===== config.mk =====
export PLATFORM = sky130hd
export DESIGN_NAME = psram_arbiter
export DESIGN_NICKNAME = d
export VERILOG_FILES = /design/src/rtl/psram_arbiter.sv
export SDC_FILE = /design/constraint.sdc
export NUM_CORES = 1
export LEC_CHECK = 0
export CORE_ASPECT_RATIO = 0.7
export CORE_UTILIZATION = 44
export CTS_CLUSTER_DIAMETER = 60
export DETAILED_ROUTE_END_ITERATION = 12
export HOLD_SLACK_MARGIN = 0.02
export PLACE_DENSITY_LB_ADDON = 0.12
export SLEW_MARGIN = 15
export SYNTH_ARGS = -nofsm -noshare
export SYNTH_HDL_FRONTEND = slang
export SYNTH_SLANG_ARGS = --single-unit

===== constraint.sdc =====
create_clock -name clk -period 2.69 [get_ports clk]
set_input_delay 0.6725 -clock clk [delete_from_list [all_inputs] [get_ports clk]]
set_output_delay 0.6725 -clock clk [all_outputs]
set_load 0.01 [all_outputs]

===== src/rtl/psram_arbiter.sv =====
// psram_arbiter: grants the PSRAM engine to either the read-refill port or the MCU write port,
// round-robin when both request, and sequences start / busy / done / inter-transaction gap.
// Optional feature macro PSRAM_ARB_URGENT_EN: an urgent read beats a pending write in IDLE.
module psram_arbiter #(
  parameter int unsigned ADDR_W     = 22,
  parameter int unsigned LEN_W      = 6,
  parameter int unsigned GAP_CYCLES = 2,
  parameter int unsigned TIMEOUT    = 1023
) (
  input  logic              clk,
  input  logic              reset,
  input  logic              init_done,
  input  logic              rd_req,
  input  logic [ADDR_W-1:0] rd_addr,
  input  logic [LEN_W-1:0]  rd_len,
  input  logic              rd_urgent,
  output logic              rd_ack,
  output logic              rd_done,
  input  logic              wr_req,
  input  logic [ADDR_W-1:0] wr_addr,
  input  logic [LEN_W-1:0]  wr_len,
  output logic              wr_ack,
  output logic              wr_done,
  output logic              eng_start,
  output logic              eng_write,
  output logic [ADDR_W-1:0] eng_addr,
  output logic [LEN_W-1:0]  eng_len,
  input  logic              eng_done,
  output logic              eng_busy,
  output logic              err_timeout
);

  typedef enum logic [2:0] {StInit, StIdle, StIssue, StBusy, StGap} state_e;

  // Counters start at 0 on state entry, so the last cycle of a phase sees count N-1.
  localparam logic [15:0] BusyLast = 16'(TIMEOUT - 1);
  localparam logic [15:0] GapLast  = 16'(GAP_CYCLES - 1);

  state_e            state_q, state_d;
  logic              last_wr_q, last_wr_d;
  logic              write_q, write_d;
  logic [ADDR_W-1:0] addr_q, addr_d;
  logic [LEN_W-1:0]  len_q, len_d;
  logic              err_q, err_d;
  logic              start_q, start_d;
  logic [15:0]       cnt_q, cnt_d;
  logic [15:0]       cnt_inc;
  logic              urgent_win;
  logic              grant_rd;

`ifdef PSRAM_ARB_URGENT_EN
  assign urgent_win = rd_urgent;
`else
  logic unused_rd_urgent;
  assign unused_rd_urgent = rd_urgent;
  assign urgent_win       = 1'b0;
`endif

  // Saturating increment: the counter never wraps back to zero.
  assign cnt_inc  = (cnt_q == 16'hFFFF) ? cnt_q : cnt_q + 16'd1;
  // Read wins when alone, when write was granted last, or when urgent (feature build only).
  assign grant_rd = rd_req && (!wr_req || last_wr_q || urgent_win);

  // Next-state: arbitration, capture, busy timeout and gap timing.
  always_comb begin
    state_d   = state_q;
    last_wr_d = last_wr_q;
    write_d   = write_q;
    addr_d    = addr_q;
    len_d     = len_q;
    err_d     = err_q;
    start_d   = 1'b0;
    cnt_d     = cnt_q;
    if (!init_done) begin
      // Losing init aborts whatever is in flight; no done pulse is produced.
      state_d = StInit;
      cnt_d   = '0;
    end else begin
      case (state_q)
        StInit: state_d = StIdle;
        StIdle: begin
          if (rd_req || wr_req) begin
            write_d   = !grant_rd;
            last_wr_d = !grant_rd;
            addr_d    = grant_rd ? rd_addr : wr_addr;
            len_d     = grant_rd ? rd_len : wr_len;
            state_d   = StIssue;
          end
        end
        StIssue: begin
          start_d = 1'b1;
          cnt_d   = '0;
          state_d = StBusy;
        end
        StBusy: begin
          if (eng_done) begin
            cnt_d   = '0;
            state_d = StGap;
          end else if (cnt_q >= BusyLast) begin
            err_d   = 1'b1;
            cnt_d   = '0;
            state_d = StGap;
          end else begin
            cnt_d = cnt_inc;
          end
        end
        StGap: begin
          if (cnt_q >= GapLast) begin
            cnt_d   = '0;
            state_d = StIdle;
          end else begin
            cnt_d = cnt_inc;
          end
        end
        default: state_d = StInit;
      endcase
    end
  end

  // State and captured-transaction registers.
  always_ff @(posedge clk or posedge reset) begin
    if (reset) begin
      state_q   <= StInit;
      last_wr_q <= 1'b1;
      write_q   <= 1'b0;
      addr_q    <= '0;
      len_q     <= '0;
      err_q     <= 1'b0;
      start_q   <= 1'b0;
      cnt_q     <= '0;
    end else begin
      state_q   <= state_d;
      last_wr_q <= last_wr_d;
      write_q   <= write_d;
      addr_q    <= addr_d;
      len_q     <= len_d;
      err_q     <= err_d;
      start_q   <= start_d;
      cnt_q     <= cnt_d;
    end
  end

  // Outputs: acks show during ISSUE; done pulses qualify eng_done combinationally in BUSY.
  always_comb begin
    eng_busy    = (state_q == StBusy);
    eng_start   = start_q;
    eng_write   = write_q;
    eng_addr    = addr_q;
    eng_len     = len_q;
    err_timeout = err_q;
    rd_ack      = (state_q == StIssue) && !write_q;
    wr_ack      = (state_q == StIssue) && write_q;
    rd_done     = eng_busy && eng_done && init_done && !write_q;
    wr_done     = eng_busy && eng_done && init_done && write_q;
  end

endmodule


==> metrics.cfg <==
[worst_setup_path]
cp_num_buf_inv=3
cpPeakStageDelay_ns=0.48
crit_family=buffers and inverters
crit_chain=clkdlybuf4s50_1, and4b_1, buf_4, and3_1, dlygate4sd2_1
worstSetupStartpointType=primary input
critical_path_required_ns=2.02
crit_arrival_ns=1.93
crit_path_end_kind=output port
cp_slowest_cell=clkdlybuf4s50_1
worstPathMaxFanout=2
crit_type=primary input to output port

[placed_design]
place.gp.congestion=0.850
dp_cells=432
place_hpwl_mm=4.92
numPortBuffers=97

[cts]
htree_levels=2
path_clk_slew_ns=0.09
clockBufferDepth=2
clk_latency_ns=0.30
cts.sinks=51
cts_tree=built
cts-root-buf=clkbuf_8
holdBufCountCts=0
numCtsBuffers=5

[routing]
ant_nets=0
drtIter0Drc=98
post_drt_wl_per_cell_um=14.3
drt_pre_antenna_iters=4
wl_mm=6.29
vias=2253
drc=0
viasPerCell=5.11

[logic_synthesis]
seq_area_frac_synth_pct=48.2
yosys-top-cells-count=dfrtp_1, nor2_1, a21oi_1
postSynthCellCount=266
syn-num-nets=333
synthesis.area_mm2=0.00265
yosysTopAreaCellShare_pct=47.2
synthTopCellsByArea=dfrtp_1, mux2i_1, nor2_1
synth_cell_types=52
ys_ff_latch=51
async_flop_share_pct=100
synth_top_area_cell=dfrtp_1
ys_warn_count=0
avgSynthCellArea_um2=9.96
synth-edff-count=0
synth-main-ff-cell=dfrtp_1
synth.most_common_cell=dfrtp_1

[global_route]
grt_overflow=0
grt_pass1_wl_mm=10.1
grt_pass1_vias=2119
antenna_found_initial=0
grt_start_max_net_pins=43
grt_use_total_pct=21.0

[floorplan]
core_mm2=0.00576
initial_core_util_pct=46.0
dieArea_mm2=0.00634
fp.dieH_um=66.9
fp.dieW_um=94.8
io_pins=99
rows=23

[timing]
fin_crit_sh_pct=96.6
min_period_ns=2.60
slew_headroom_pct=58.4
worstMarginPinSlew_ns=0.615
hold_viol_final=0
drv_slew=0
timing.hold.ws_ns=0.480
clock_skew_ns=0.00632
setup_viol_count_final=0
rsz0062_at_grt=false
fmax_mhz=385

[layout]
post-route-util_pct=66.9
n_fill_cell=469
instances_no_fill=441
drive_gt1_share_pct=9.84
antennaDiodeCount=0
nets=432
syn2layout_area_growth_pct=45.2

[job]
cap_violations=0

[worst_hold_path]
hp-class=register to register

[outcome]
status=finished clean

[power_and_ir_drop]
power.density_mw_per_mm2=631
leakagePower_nw=1.67
ir_drop_v=0.000371

-- final cells by class --
type                    count  area (µm²)  area share [%]
well taps                  75        93.8            2.44
inverters                   8        30.0           0.780
multi-input cells         192        1280            33.2
flip-flops and latches     51        1280            33.2
repair buffers            107        1070            27.8
clock buffers               8         100            2.60
-- report_power, final --
group / internal (mW) / switching [mW] / leakage, nW / total (mW)
clock: 0.235 / 0.238 / 0.0515 / 0.473
combinational: 0.525 / 0.379 / 1.01 / 0.904
sequential: 0.941 / 0.109 / 0.614 / 1.05
-- per-stage QoR --
stage          setup slack [ns]  instance area, µm²  total power [mW]  setup TNS [ns]
2_1_floorplan             0.790                2650              1.46               0
3_3_place_gp            -0.0422                3740              1.96         -0.0794
3_5_place_dp             -0.105                3740              1.98          -0.187
4_1_cts                  0.0700                3850              2.46               0
5_1_grt                  0.0391                3850              2.58               0
6_report                 0.0917                3850              2.43               0
-- cells by family (layout without fill, tap and decap cells) --
logic type / after synthesis / in the layout / synth area share (%)
flops: 51 / 51 / 48.2
fa+ha+maj: 4 / 4 / 1.89
xor+xnor: 3 / 3 / 0.992
buf+inv: 23 / 123 / 3.97
mux: 31 / 31 / 11.8
simple gates: 98 / 98 / 19.7
compound gates: 56 / 56 / 13.4
-- registers in the layout (all words and copies together), names as in the netlist --
register     count
last_wr_q        1
err_timeout      1
eng_write        1
cnt_q           16
eng_start        1
state_q          3
eng_addr        22
eng_len          6
-- path summary, 6_finish.rpt --
check | end | from | cells past startpoint | slack [ns]
setup / recovery | wr_done | init_done | 5 | 0.09
hold / removal | err_timeout$_DFFE_PP0P_ | err_timeout$_DFFE_PP0P_ | 2 | 0.48
setup reg to reg | cnt_q[6]$_DFFE_PP0P_ | cnt_q[1]$_DFFE_PP0P_ | 7 | 0.44
hold reg to reg | err_timeout$_DFFE_PP0P_ | err_timeout$_DFFE_PP0P_ | 2 | 0.48
max in group asynchronous | eng_addr[17]$_DFFE_PP0P_ | reset | 3 | 1.41
min in group asynchronous | cnt_q[2]$_DFFE_PP0P_ | reset | 2 | 0.70
-- worst min-delay path: cells and delay by family (launching register included) --
| family | cells | cell delay (ns) |
|---|---|---|
| AOI/OAI and AO/OA | 1 | 0.05 |
| DFF | 1 | 0.36 |
| buffers and inverters | 1 | 0.04 |
-- cell usage in the layout (no fill, tap or decap), types with 2 or more instances in the layout --
cell | netlist | layout
nor2_1 | 46 | 46
o21ai_0 | 5 | 5
clkdlybuf4s50_1 | 0 | 95
mux2i_1 | 29 | 29
and2_1 | 6 | 6
dfrtp_1 | 50 | 50
a211oi_1 | 2 | 2
nor4b_1 | 2 | 2
nand2_1 | 11 | 11
or2_2 | 2 | 2
inv_1 | 8 | 7
dlygate4sd2_1 | 0 | 2
mux2_2 | 2 | 2
o31ai_1 | 2 | 2
a21oi_1 | 31 | 31
nand3_1 | 4 | 4
a31oi_1 | 2 | 2
nor4_1 | 2 | 2
clkbuf_8 | 0 | 7
nand2b_1 | 2 | 2
buf_12 | 0 | 2
xnor2_1 | 3 | 3
buf_4 | 0 | 8
nor3_1 | 4 | 4
and3_1 | 2 | 2
nand4_1 | 4 | 4
a41oi_1 | 2 | 2
ha_1 | 4 | 4
-- timing repair --
action                                 CTS  global route
resized for setup                        2             0
buffers inserted                         1             0
setup endpoints to repair                2             0
endpoints found under the hold margin    0             0
-- per-layer routing --
metal,share of wire (%),vias up,global-route usage [%]
met5,0,-,0
met4,1.1,0,5.87
met3,7.8,7,5.14
met2,45,78,33.8
met1,46,1030,28.1
li1,-,1138,-
No activity file was read; power rests on OpenSTA's default activity.
